`src/rtl/dac_channel_scheduler.sv`:
```
// Buffers per-channel DAC words written over the bus and hands them to a shared
// serializer one channel at a time, round-robin, with optional periodic refresh.
module dac_channel_scheduler #(
  parameter logic [23:0] REFRESH_PERIOD = 24'd2000000,
  parameter logic [7:0]  START_TIMEOUT  = 8'd64,
  parameter logic [7:0]  CTRL_ADDR      = 8'hE0,
  parameter logic [3:0]  DAC_ADDR_HI    = 4'h4
) (
  input  logic        xclk,
  input  logic        reset,
  input  logic        write_qualified,
  input  logic [7:0]  ab,
  input  logic [11:0] db_in,
  input  logic        ser_busy,
  output logic        ser_start,
  output logic [11:0] ser_data,
  output logic [1:0]  ser_format,
  output logic [15:0] sync_mask,
  output logic [15:0] pending,
  output logic        refresh_en,
  output logic        timeout_err
);

  typedef enum logic [2:0] {IDLE, GRANT, WAIT_BUSY, SENDING, DONE} state_t;

  localparam logic [23:0] RCNT_LAST = REFRESH_PERIOD - 24'd1;
  localparam logic [7:0]  TCNT_LAST = START_TIMEOUT - 8'd1;

  state_t      state_q, state_d;
  logic [11:0] value_q [16];
  logic [11:0] value_d [16];
  logic [15:0] pending_q, pending_d;
  logic [3:0]  last_grant_q, last_grant_d;
  logic [3:0]  rptr_q, rptr_d;
  logic [23:0] rcnt_q, rcnt_d;
  logic [7:0]  tcnt_q, tcnt_d;
  logic [3:0]  ch_q, ch_d;
  logic        rehit_q, rehit_d;
  logic [11:0] ser_data_q, ser_data_d;
  logic [1:0]  ser_format_q, ser_format_d;
  logic [15:0] sync_mask_q, sync_mask_d;
  logic        refresh_en_q, refresh_en_d;
  logic        timeout_err_q, timeout_err_d;

  logic        dac_wr, ctrl_wr, refresh_hit;
  logic [15:0] set_vec, clear_vec;
  logic [3:0]  pick, rr_idx;
  logic        found;

  function automatic logic [1:0] format_of(input logic [3:0] ch);
    case (ch)
      4'd14:   return 2'd2;
      4'd15:   return 2'd1;
      default: return 2'd0;
    endcase
  endfunction

  always_comb begin
    dac_wr      = write_qualified && (ab[7:4] == DAC_ADDR_HI);
    ctrl_wr     = write_qualified && (ab == CTRL_ADDR);
    refresh_hit = refresh_en_q && (rcnt_q == RCNT_LAST);
    set_vec     = '0;
    if (dac_wr)      set_vec[ab[3:0]] = 1'b1;
    if (refresh_hit) set_vec[rptr_q]  = 1'b1;
  end

  // Round-robin: first pending channel strictly after the last one granted.
  always_comb begin
    pick   = last_grant_q;
    found  = 1'b0;
    rr_idx = last_grant_q;
    for (int i = 1; i <= 16; i++) begin
      rr_idx = last_grant_q + 4'(i);
      if (!found && pending_q[rr_idx]) begin
        pick  = rr_idx;
        found = 1'b1;
      end
    end
  end

  always_comb begin
    state_d       = state_q;
    value_d       = value_q;
    last_grant_d  = last_grant_q;
    rptr_d        = rptr_q;
    rcnt_d        = rcnt_q;
    tcnt_d        = tcnt_q;
    ch_d          = ch_q;
    rehit_d       = rehit_q;
    ser_data_d    = ser_data_q;
    ser_format_d  = ser_format_q;
    sync_mask_d   = sync_mask_q;
    refresh_en_d  = refresh_en_q;
    timeout_err_d = timeout_err_q;
    clear_vec     = '0;

    if (dac_wr) value_d[ab[3:0]] = db_in;
    if (ctrl_wr) begin
      refresh_en_d = db_in[0];
      if (db_in[1]) timeout_err_d = 1'b0;
    end

    if (!refresh_en_q) begin
      rcnt_d = '0;
    end else if (refresh_hit) begin
      rcnt_d = '0;
      rptr_d = rptr_q + 4'd1;
    end else begin
      rcnt_d = rcnt_q + 24'd1;
    end

    // rehit remembers a new request for the granted channel, so DONE keeps it pending.
    case (state_q)
      IDLE: begin
        if ((pending_q != 16'd0) && !ser_busy) begin
          state_d      = GRANT;
          ch_d         = pick;
          last_grant_d = pick;
          ser_data_d   = value_q[pick];
          ser_format_d = format_of(pick);
          sync_mask_d  = 16'd1 << pick;
          rehit_d      = set_vec[pick];
        end
      end
      GRANT: begin
        state_d = WAIT_BUSY;
        tcnt_d  = '0;
        rehit_d = rehit_q | set_vec[ch_q];
      end
      WAIT_BUSY: begin
        rehit_d = rehit_q | set_vec[ch_q];
        if (ser_busy) begin
          state_d = SENDING;
        end else if (tcnt_q == TCNT_LAST) begin
          timeout_err_d = 1'b1;
          sync_mask_d   = '0;
          state_d       = IDLE;
        end else begin
          tcnt_d = tcnt_q + 8'd1;
        end
      end
      SENDING: begin
        rehit_d = rehit_q | set_vec[ch_q];
        if (!ser_busy) state_d = DONE;
      end
      DONE: begin
        if (!rehit_q) clear_vec[ch_q] = 1'b1;
        sync_mask_d = '0;
        state_d     = IDLE;
      end
      default: state_d = IDLE;
    endcase

    pending_d = (pending_q & ~clear_vec) | set_vec;
  end

  always_ff @(posedge xclk) begin
    if (!reset) begin
      state_q       <= IDLE;
      for (int i = 0; i < 16; i++) value_q[i] <= 12'h800;
      pending_q     <= 16'hFFFF;
      last_grant_q  <= 4'hF;
      rptr_q        <= 4'd0;
      rcnt_q        <= '0;
      tcnt_q        <= '0;
      ch_q          <= 4'd0;
      rehit_q       <= 1'b0;
      ser_data_q    <= '0;
      ser_format_q  <= '0;
      sync_mask_q   <= '0;
      refresh_en_q  <= 1'b0;
      timeout_err_q <= 1'b0;
    end else begin
      state_q       <= state_d;
      value_q       <= value_d;
      pending_q     <= pending_d;
      last_grant_q  <= last_grant_d;
      rptr_q        <= rptr_d;
      rcnt_q        <= rcnt_d;
      tcnt_q        <= tcnt_d;
      ch_q          <= ch_d;
      rehit_q       <= rehit_d;
      ser_data_q    <= ser_data_d;
      ser_format_q  <= ser_format_d;
      sync_mask_q   <= sync_mask_d;
      refresh_en_q  <= refresh_en_d;
      timeout_err_q <= timeout_err_d;
    end
  end

  assign ser_start   = (state_q == GRANT);
  assign ser_data    = ser_data_q;
  assign ser_format  = ser_format_q;
  assign sync_mask   = sync_mask_q;
  assign pending     = pending_q;
  assign refresh_en  = refresh_en_q;
  assign timeout_err = timeout_err_q;

endmodule

```
`config.mk`:
```
export PLATFORM = sky130hd
export DESIGN_NAME = dac_channel_scheduler
export DESIGN_NICKNAME = d
export VERILOG_FILES = /design/src/rtl/dac_channel_scheduler.sv
export SDC_FILE = /design/constraint.sdc
export NUM_CORES = 1
export LEC_CHECK = 0
export CAP_MARGIN = 20
export CORE_MARGIN = 2
export CORE_UTILIZATION = 43
export DETAILED_ROUTE_END_ITERATION = 8
export MAX_ROUTING_LAYER = met4
export PLACE_DENSITY = 0.71
export REMOVE_ABC_BUFFERS = 1
export SYNTH_ARGS = -nofsm -noshare
export SYNTH_HDL_FRONTEND = slang
export SYNTH_SLANG_ARGS = --single-unit
export TNS_END_PERCENT = 5
```
`constraint.sdc`:
```
create_clock -name xclk -period 6.1 [get_ports xclk]
set_input_delay 1.22 -clock xclk [delete_from_list [all_inputs] [get_ports xclk]]
set_output_delay 1.22 -clock xclk [all_outputs]
set_load 0.01 [all_outputs]
```
==> results.toml <==
[setup_path]
critPathCaptureType = "flip-flop"
crit_required_ns = 6.56
critPathMaxFanout = 14
reg2reg_depth = 13
start_kind = "flip-flop"
reg2reg_slack_ns = 0.89
reg2reg_to = "ser_data[1]"
r2r-start = "last_grant_q[1]"
worstPathArrival_ns = 5.67
path_class = "flip-flop to flip-flop"

[power_and_ir_drop]
ir_worst_vdd_v = 0.000281
power.total_mw = 7.22
switching_power_mw = 3.06
leakage_nw = 6.00
clkPwrFrac_pct = 23.7
internal-power_mw = 4.16
power.share.combinational_pct = 47.9
pwr-share-seq_pct = 28.3
p_per_area_nw_per_um2 = 410
p_sw_share_pct = 42.4

[flow_run]
drv_cap = 0

[floorplan]
fp.dieArea_um2 = 38200
rows = 70
initial_utilization_pct = 43.4
core_area_um2 = 36300
io_pins = 73
die_h_um = 195
die_x_um = 195

[clock_tree]
cts_sinks = 288
post_cts_buffers = 0
root_buffer = "clkbuf_16"
cts_tree = "done"
cts_buffers = 29
clk_latency_ns = 0.58
htree_levels = 1
postCtsHoldBufs = 0
path_clk_slew_ns = 0.06
cts_resized = 0
clockBufferDepth = 3

[synth]
async_reset_ff_share_pct = 0
ys_top_cells_by_area = "dfxtp_1 (37%), nand2_1 (13%), a21boi_0 (8.7%)"
syn_area_per_cell_um2 = 8.17
dominantRegCellSynth = "dfxtp_1"
yosys.area.top_type_share_pct = 36.6
synth_area_um2 = 15800
yosys_warnings = 0
synth_edf_count = 0
synth-seq-area-share_pct = 36.6
ys_ff_latch = 288
post-synth-top-area-cell = "dfxtp_1"
ys_types = 96
syn_inst = 1930

[drt]
wl_um = 49500
wl_per_cell_um = 20.5
dr.pass1.iters = 5
dr.first_iter.drc_count = 1501
via_per_inst = 5.96
vias = 14400
drc = 0
final_antenna_net_count = 0

[final_layout]
stdcell_area_um2 = 17600
area_delta_synth_final_pct = 11.7
drive_gt1_share_pct = 8.52
instances_no_fill = 2417
nets = 1967

[global_routing]
grt_overflow = 0
grt_max_degree = 89
antenna_found_initial = 1
grt_use_met3_pct = 3.02
met2_usage_pct = 42.2
grt_pass1_vias = 13600
grt_pass1_wl_um = 77600
use_met1_pct = 34.1
track_usage_pct = 26.3
top_usage_layer = "met2"

[min_path]
hp-class = "flip-flop to flip-flop"
min_to = "value_q[63]"
hold_depth = 2
min_from = "value_q[63]"

[timing]
max_clock_freq_mhz = 192
setup_viol = 0
worst_slew_pin_slew_ns = 1.04
setup_tns_ns = 0
finalWorstSetupSlack_ns = 0.892
hold_viol_final = 0
maxSlewViolCount = 0
skew_ns = 0.0176
relSlewSlack_pct = 30.0
final.min_clock_period_ns = 5.21
min_period_over_period_pct = 85.4
rsz0062_at_grt = "no"

[placed_design]
dpl.hpwl_um = 34200
pre_cts_ws_ns = 1.01
placed_cell_area_um2 = 16700
dp_cells = 2366
gp_congestion = 0.976
port_buffers = 72

[run_status]
status = "finished clean"
-- power by group through the flow --
stage | Sequential, mW | Clock (mW) | Combinational (mW)
after floorplan | 2.14 | 0 | 2.21
after global placement | 2.09 | 0 | 3.36
after detailed placement | 2.09 | 0 | 3.38
after CTS | 2.05 | 1.73 | 3.40
after global routing | 2.05 | 1.81 | 3.66
final | 2.04 | 1.71 | 3.46
-- cells by family (layout without fill, tap and decap cells) --
logic type / after synthesis / count (layout) / synth area share [%]
simple gates: 885 / 885 / 24.7
compound gates: 399 / 399 / 18.4
flops: 288 / 288 / 36.6
buf+inv: 155 / 173 / 4.60
mux: 150 / 150 / 12.3
xor+xnor: 39 / 39 / 2.41
fa+ha+maj: 14 / 14 / 1.11
other cells: 0 / 1 / 0
-- per-stage QoR --
stage / hold WS, ns / utilization (%)
after CTS: 0.464 / 48.4
final: 0.462 / 48.4
after floorplan: 0.426 / -
after global routing: 0.483 / 48.4
after global placement: 0.442 / 46.0
after detailed placement: 0.449 / 46.0
-- state kept, by name, summed over array words and instances, names as in the netlist, 8 cells and up --
signal and flops:
rcnt_q 24, value_q 192, ser_data 12, tcnt_q 8, sync_mask 16, pending 16
-- worst max-delay path by stage --
stage                          from     endpoint  slack [ns]  cells past startpoint
floorplan           last_grant_q[0]      rehit_q       -0.81                     13
global placement    last_grant_q[1]  ser_data[1]        1.09                     13
detailed placement  last_grant_q[1]  ser_data[1]        1.01                     13
CTS                 last_grant_q[1]  ser_data[1]        0.99                     13
global route        last_grant_q[1]  ser_data[4]        0.59                     15
finish              last_grant_q[1]  ser_data[1]        0.89                     13
-- final cells by class --
class                      instances  area [um2]
inverter                          15        56.3
tap                              468         586
antenna                            1        2.50
clock buffer                      44         832
multi-input combinational       1487        9300
fill                            3474       18700
sequential                       288        5770
timing repair buffer             108        1010
clock inverter                     6        48.8
-- worst max-delay path, stage by stage (launching register included) --
cell       delay, ns
dfxtp_1         0.33
inv_1           0.14
ha_1            0.70
mux4_2          0.62
mux2i_4         0.24
mux2i_1         0.20
or3_4           0.48
nor4_1          0.46
nand2_1         0.18
a41oi_4         0.28
nor2b_1         0.77
a32o_1          0.30
a2111oi_2       0.05
a311o_1         0.30
-- cells in the mapped netlist, types with 4 or more instances --
master	count
o31ai_1	5
xnor2_1	16
or2_2	6
nor3b_1	4
nand4_1	15
nor2_1	94
a32oi_1	14
mux2_1	7
mux2i_1	94
nor3_1	25
or3_1	7
xor2_1	18
nor2b_1	27
mux2_2	14
buf_6	13
a21oi_1	26
nor4_1	7
o22ai_1	10
and2_1	12
nand2b_1	11
nand3_1	91
a21boi_0	183
inv_1	14
o211ai_1	16
clkbuf_1	102
a22oi_1	20
a31oi_1	26
ha_1	14
and3_1	9
o21ai_0	47
buf_2	15
buf_4	7
mux4_2	28
xnor2_2	4
nand2_1	549
dfxtp_1	288
-- routing by layer --
| layer | wire, um | vias up |
|---|---|---|
| met3 | 3850 | 113 |
| met2 | 22900 | 674 |
| met5 | 0 | - |
| met4 | 1840 | 0 |
| met1 | 20800 | 6905 |
| li1 | - | 6708 |
-- placed cells by master, fill, tap and decap left out, types with 11 or more instances in the layout --
master / n
nor2b_1: 27
buf_4: 34
a22oi_1: 20
nand2_1: 549
ha_1: 14
dfxtp_1: 288
nor2_1: 93
o211ai_1: 16
nand3_1: 91
a32oi_1: 14
mux2i_1: 94
xnor2_1: 16
mux2_2: 14
and2_1: 12
a21oi_1: 26
o21ai_0: 47
nand4_1: 15
a21boi_0: 183
nor3_1: 24
clkdlybuf4s50_1: 71
xor2_1: 18
inv_1: 14
mux4_2: 28
clkbuf_16: 29
a31oi_1: 26
nand2b_1: 11
No activity file was read; power rests on OpenSTA's default activity.
